[src/rtl/ex_multi_ctrl.sv]
// Multi-register transfer sequencer: steps through LDM/STM register lists and
// SWP read/write pairs, producing one memory beat per non-stalled cycle.
module ex_multi_ctrl #(
  parameter  int DATA_W = 32,
  parameter  int NREG   = 16,
  parameter  int STEP   = 4,
  localparam int RC_W   = $clog2(NREG)
) (
  input  logic                     i_clk,
  input  logic                     i_rst,
  input  logic                     i_start,
  input  logic [1:0]               i_mode,
  input  logic [NREG-1:0]          i_reglist,
  input  logic                     i_up,
  input  logic                     i_wb_base,
  input  logic [RC_W-1:0]          i_rd_code,
  input  logic                     i_stall,
  output logic                     o_busy,
  output logic                     o_mem_vld,
  output logic                     o_is_store,
  output logic signed [DATA_W-1:0] o_offset,
  output logic [RC_W-1:0]          o_reg_code,
  output logic                     o_wb_rd_vld,
  output logic                     o_base_wb_vld,
  output logic signed [DATA_W-1:0] o_base_delta,
  output logic                     o_done
);

  localparam logic [1:0] MODE_LDM = 2'b00;
  localparam logic [1:0] MODE_STM = 2'b01;
  localparam logic [1:0] MODE_SWP = 2'b10;
  localparam logic signed [DATA_W-1:0] STEP_S = DATA_W'(STEP);

  typedef enum logic [1:0] {
    S_IDLE   = 2'd0,
    S_XFER   = 2'd1,
    S_SWP_RD = 2'd2,
    S_SWP_WR = 2'd3
  } state_t;

  function automatic logic [RC_W:0] f_popcount(input logic [NREG-1:0] v);
    logic [RC_W:0] c;
    c = '0;
    for (int k = 0; k < NREG; k++) c = c + (RC_W+1)'(v[k]);
    return c;
  endfunction

  function automatic logic [RC_W-1:0] f_lowest(input logic [NREG-1:0] v);
    logic [RC_W-1:0] idx;
    idx = '0;
    for (int k = NREG - 1; k >= 0; k--) begin
      if (v[k]) idx = RC_W'(k);
    end
    return idx;
  endfunction

  state_t                   r_state, w_state_nxt;
  logic [NREG-1:0]          r_list, w_list_nxt;
  logic                     r_store, w_store_nxt;
  logic                     r_wb_base, w_wb_base_nxt;
  logic [RC_W-1:0]          r_rd, w_rd_nxt;
  logic signed [DATA_W-1:0] r_offset, w_offset_nxt;
  logic signed [DATA_W-1:0] r_delta, w_delta_nxt;
  logic                     r_done_pend, w_done_pend_nxt;

  logic [RC_W:0]            w_cnt;
  logic signed [DATA_W-1:0] w_mag;
  logic [NREG-1:0]          w_lsb;
  logic                     w_final;

  assign w_cnt   = f_popcount(i_reglist);
  assign w_mag   = STEP_S * $signed(DATA_W'(w_cnt));
  // Two's-complement trick isolates the lowest remaining set bit.
  assign w_lsb   = r_list & (-r_list);
  assign w_final = (r_list & ~w_lsb) == '0;

  always_ff @(posedge i_clk or posedge i_rst) begin
    if (i_rst) begin
      r_state     <= S_IDLE;
      r_list      <= '0;
      r_store     <= 1'b0;
      r_wb_base   <= 1'b0;
      r_rd        <= '0;
      r_offset    <= '0;
      r_delta     <= '0;
      r_done_pend <= 1'b0;
    end else begin
      r_state     <= w_state_nxt;
      r_list      <= w_list_nxt;
      r_store     <= w_store_nxt;
      r_wb_base   <= w_wb_base_nxt;
      r_rd        <= w_rd_nxt;
      r_offset    <= w_offset_nxt;
      r_delta     <= w_delta_nxt;
      r_done_pend <= w_done_pend_nxt;
    end
  end

  always_comb begin
    w_state_nxt     = r_state;
    w_list_nxt      = r_list;
    w_store_nxt     = r_store;
    w_wb_base_nxt   = r_wb_base;
    w_rd_nxt        = r_rd;
    w_offset_nxt    = r_offset;
    w_delta_nxt     = r_delta;
    w_done_pend_nxt = r_done_pend;
    if (!i_stall) begin
      w_done_pend_nxt = 1'b0;
      unique case (r_state)
        S_IDLE: begin
          if (i_start) begin
            if ((i_mode == MODE_LDM || i_mode == MODE_STM) && (i_reglist != '0)) begin
              w_list_nxt    = i_reglist;
              w_store_nxt   = (i_mode == MODE_STM);
              w_wb_base_nxt = i_wb_base;
              // Descending transfers start at the lowest address of the block.
              w_offset_nxt  = i_up ? '0 : -w_mag;
              w_delta_nxt   = i_up ? w_mag : -w_mag;
              w_state_nxt   = S_XFER;
            end else if (i_mode == MODE_SWP) begin
              w_rd_nxt    = i_rd_code;
              w_state_nxt = S_SWP_RD;
            end else begin
              w_done_pend_nxt = 1'b1;
            end
          end
        end
        S_XFER: begin
          w_list_nxt   = r_list & ~w_lsb;
          w_offset_nxt = r_offset + STEP_S;
          if (w_final) begin
            w_offset_nxt = '0;
            w_state_nxt  = S_IDLE;
          end
        end
        S_SWP_RD: w_state_nxt = S_SWP_WR;
        S_SWP_WR: w_state_nxt = S_IDLE;
        default:  w_state_nxt = S_IDLE;
      endcase
    end
  end

  always_comb begin
    o_busy        = (r_state != S_IDLE);
    o_mem_vld     = 1'b0;
    o_is_store    = 1'b0;
    o_offset      = '0;
    o_reg_code    = '0;
    o_wb_rd_vld   = 1'b0;
    o_base_wb_vld = 1'b0;
    o_base_delta  = '0;
    o_done        = 1'b0;
    unique case (r_state)
      S_IDLE: o_done = r_done_pend & ~i_stall;
      S_XFER: begin
        o_mem_vld     = 1'b1;
        o_is_store    = r_store;
        o_offset      = r_offset;
        o_reg_code    = f_lowest(r_list);
        o_wb_rd_vld   = ~r_store & ~i_stall;
        o_base_delta  = r_delta;
        o_done        = w_final & ~i_stall;
        o_base_wb_vld = w_final & r_wb_base & ~i_stall;
      end
      S_SWP_RD: begin
        o_mem_vld  = 1'b1;
        o_reg_code = r_rd;
      end
      S_SWP_WR: begin
        o_mem_vld   = 1'b1;
        o_is_store  = 1'b1;
        o_reg_code  = r_rd;
        o_wb_rd_vld = ~i_stall;
        o_done      = ~i_stall;
      end
      default: o_busy = 1'b0;
    endcase
  end

endmodule

[config.mk]
export PLATFORM = sky130hd
export DESIGN_NAME = ex_multi_ctrl
export DESIGN_NICKNAME = d
export VERILOG_FILES = /design/src/rtl/ex_multi_ctrl.sv
export SDC_FILE = /design/constraint.sdc
export NUM_CORES = 1
export LEC_CHECK = 0
export CAP_MARGIN = 20
export CORE_ASPECT_RATIO = 0.6
export CORE_MARGIN = 2
export CORE_UTILIZATION = 45
export CTS_BUF_LIST = sky130_fd_sc_hd__clkbuf_8
export CTS_CLUSTER_DIAMETER = 150
export DETAILED_ROUTE_END_ITERATION = 8
export MAX_ROUTING_LAYER = met4
export PLACE_DENSITY = 0.72
export SLEW_MARGIN = 30
export SYNTH_ARGS = -nofsm -noshare
export SYNTH_HDL_FRONTEND = slang
export SYNTH_SLANG_ARGS = --single-unit
[constraint.sdc]
create_clock -name i_clk -period 5.6 [get_ports i_clk]
set_input_delay 1.4 -clock i_clk [delete_from_list [all_inputs] [get_ports i_clk]]
set_output_delay 1.4 -clock i_clk [all_outputs]
set_load 0.005 [all_outputs]
==> results summary <==
The number of fill cells came out at 879. The portion of synthesized area spent on multiplexers is 0.00952. In the routed layout, each cell is associated on average with a via count of 5.98. Setup total negative slack on the finished layout was measured at 0 ps. The port buffer count came out at 97. The share of the core filled with cells came out at 0.602.

Of the total power, registers draw 0.270. The top achievable clock speed came out at around 180 MHz. Of the total synthesized cell area, the portion taken by full adders, half adders and majority gates is 0.0661.

The part of the Yosys area used for sequential elements came out at 0.338. STA classifies the critical path startpoint as a primary input. Setup repair after global routing left no endpoint under its margin. The total clock sinks is 64.

The clock latency of the later-clocked register in the worst-skew pair is approximately 360 ps. The total buffers and inverters traversed by the critical path is 5. In this design, the critical path's most frequently occurring cell is fa_1. The most common cell after layout, fill and taps aside is clkdlybuf4s50_1.

The post-route minimum period is between 5000 and 6000 ps. The arrival time of the worst setup path is 5670 ps. The final layout net count came out at 700.

The flip-flop and latch count after synthesis is 64. After detailed routing, the average wire length per cell comes to 18.4 um. In this run, CTS created clock tree buffers numbering 9. The number of enable-type register cells in the synthesized netlist came out at 0. The post-detailed-route DRC marker count is 0. The clock network fraction of design power came out at 0.139. The total die area came out at ~11000 um2. The worst hold path belongs to the class flop to flop. The critical-path maximum fanout is 6. For this run, the detailed router's first-pass iteration total came to 5.

The net switching component of the power is 1.51 mW. The library cells used most frequently in the layout, excluding fill and tap cells, are clkdlybuf4s50_1, dfrtp_1, nor2_1. The first global-routing pass estimated 23300 um of wire. The remaining antenna violation count came out at 0. The H-tree was split into 3 levels. After synthesis, the largest family of logic cells by area is compound AO/OA/AOI/OAI gates. The critical path's top delay family is adder cells.

The area of the mapped netlist came out at 4730 um2. The via count of the first global-routing pass came out at 4362. The final standard cell count with taps included and fillers excluded is between 700 and 800.

The overall track demand over capacity in global routing came out at 0.272. The relative slew slack is 0.431. The pin count of the biggest net entering global routing is 34.

Summed over all layers, the global routing overflow is 0. The unique cell type count in the Yosys netlist is 64. The number of standard-cell rows in the floorplan came out at 28. TritonCTS built the clock tree. The number of setup violations in the final report is 0. The simple-gate area share of the yosys netlist is 0.230. The flow ran to the end, and the final reports show no timing, DRC or antenna violations.

Among all flip-flop cells after synthesis, the most frequent one is dfrtp_1. The number of max-capacitance violations reported came out at 0. For this run, the slowest stage of the critical path takes a little under 600 ps. The number of antenna repair diodes is 0. The required time reported for the critical path endpoint is 5850 ps.

The critical path goes through dlygate4sd2_1 -> inv_2 -> fa_1 -> fa_1 -> fa_1 -> fa_1 -> inv_2 -> ha_2 -> inv_2 -> fa_1 -> ha_2 -> nand2_1 -> nor2_2 -> ha_2 -> nor4_1 -> buf_4 -> a31o_2 -> a21o_1. The cell area power density is about 590 nW/um2. The worst setup path is of the primary input to flop kind. The critical-path cell with the highest stage delay is fa_1. The routed design has between 10000 and 15000 um of wire. The area growth from synthesis to layout is 27.8%. The floorplan step set the die width to 136 um. The number of design-rule violations left by the first detailed-router iteration is 465.

In this run, placement finished with an instance count of a little under 800. The actual transition at the worst max-transition pin is roughly 850 ps. The die is 83.4 um tall. The final estimated routing congestion in global placement came out at 0.960. The area fraction in compound gates after synthesis was 0.232. The HPWL after detailed placement is between 10000 and 15000 um. The share of the synthesized netlist area taken by xor and xnor gates is 0.0111. Clock-pin slew was measured on the worst setup and hold paths at 80 ps.

The maximum vdd ir drop is between 200 and 250 uV. The core outline area is 10100 um2. The leakage power figure is ~2.6 nW. The share of flip-flops with an asynchronous set or reset is 1.00. The initial core utilization is 0.471. The max-slew violation count came out at 0.

The share of layout cells above drive strength 1 is 0.128. The number of failing hold endpoints at the final stage came out at 0. The total I/O pin count is 102. In this run the deepest clock path goes through 2 buffers.

The clock tree root buffer cell is clkbuf_8. The worst clock skew is 7.72 ps. The mean post-synth cell area is 8.29 um2.

STA classifies the critical path endpoint as a flop. The overall via count from detail_route came out at 4741. During synthesis, Yosys emitted a total of 0 warnings. The share of total power dissipated in combinational logic is 0.590. The initial antenna violation count is 0. The count of mapped cells out of synthesis is around 570. Of the available clock period, the critical path in the final layout requires 0.967. The internal power of the cells totals 2.03 mW.

The switching power share of the total is 0.427.
repair_timing:
action / in CTS / in global routing
gates resized for setup: 23 / 4
setup endpoints to repair: 21 / 15
cloned: 0 / 0
pin swaps: 10 / 7
hold buffers: 0 / 0
setup buffers: 1 / 0
final timing paths:
kind                                         start                        to  slack (ps)  depth (start not counted)
max in group asynchronous                    i_rst  r_offset[19]$_DFFE_PP0P_        3210                          3
min in group asynchronous                    i_rst   r_delta[27]$_DFFE_PP0P_        1480                          2
setup / recovery                      i_reglist[0]  r_offset[30]$_DFFE_PP0P_         180                         18
setup reg to reg             r_list[3]$_DFFE_PP0P_  r_offset[24]$_DFFE_PP0P_        2180                          6
hold / removal             r_delta[30]$_DFFE_PP0P_   r_delta[30]$_DFFE_PP0P_         470                          2
hold reg to reg            r_delta[30]$_DFFE_PP0P_   r_delta[30]$_DFFE_PP0P_         470                          2
tightest hold or removal path, cell delays in order (launching register included):
cell     delay [ps]
dfrtp_1         340
nand2_1          50
o31ai_1          50
per-layer routing:
layer / GRT usage / wire length (um)
met1: 0.418 / 7130
met2: 0.363 / 5900
met3: 0.0531 / 1380
met4: 0.0634 / 146
met5: - / 0
registers in the layout (all words and copies together) (netlist names):
name,count
r_list,16
r_rd,4
r_wb_base,1
r_offset,30
r_store,1
r_done_pend,1
r_state,2
r_delta,9
Yosys cell counts, types with 6 or more instances:
cell type / n / area share
buf_4: 26 / 0.041
nor2b_1: 7 / 0.0093
o21ai_0: 46 / 0.049
a22o_1: 6 / 0.011
inv_1: 46 / 0.036
a221o_1: 17 / 0.036
nand2_1: 43 / 0.034
nor3_1: 24 / 0.025
fa_1: 10 / 0.042
o31ai_1: 6 / 0.0095
clkbuf_1: 24 / 0.019
nor2_1: 56 / 0.044
ha_1: 9 / 0.024
nor4_1: 11 / 0.015
nand3_1: 12 / 0.013
and2_1: 32 / 0.042
dfrtp_1: 64 / 0.34
a21oi_1: 25 / 0.026
a21o_1: 10 / 0.016
power by group through the flow:
| stage | registers (mW) | clock network, mW | logic, mW |
|---|---|---|---|
| 2_1_floorplan | 0.799 | 0 | 1.31 |
| 3_3_place_gp | 0.944 | 0 | 1.99 |
| 6_report | 0.957 | 0.494 | 2.09 |
| 3_5_place_dp | 0.945 | 0 | 2.02 |
| 5_1_grt | 0.987 | 0.517 | 2.30 |
| 4_1_cts | 0.940 | 0.496 | 2.06 |
logic make-up (layout without fill, tap and decap cells):
group	Yosys count	count (layout)
DFF	64	64
and+or+nand+nor	215	215
xor gates and xnor gates	6	6
muxes	4	4
buffers and inverters	106	190
AOI/OAI and AO/OA	156	156
adders and majority gates	19	19
other	1	4
through the flow:
step | hold slack [ps] | instance area [um2] | total power, mW | worst slack (ps)
global placement | 452 | 5770 | 2.93 | -688
floorplan | 438 | 4740 | 2.11 | 77.0
detailed placement | 458 | 5770 | 2.97 | -580
global route | 494 | 6050 | 3.80 | 2.58
finish | 469 | 6050 | 3.54 | 183
CTS | 474 | 6020 | 3.50 | 147
area by class of cell:
type | instances | area [um2] | share of cell area
Multi-Input combinational cell | 404 | 2680 | 0.443
Sequential cell | 64 | 1600 | 0.265
Timing Repair Buffer | 128 | 1190 | 0.197
Inverter | 46 | 173 | 0.0285
Tap cell | 135 | 169 | 0.0279
Clock buffer | 9 | 124 | 0.0205
Clock inverter | 7 | 111 | 0.0184
Power figures use the tool's default switching activity.
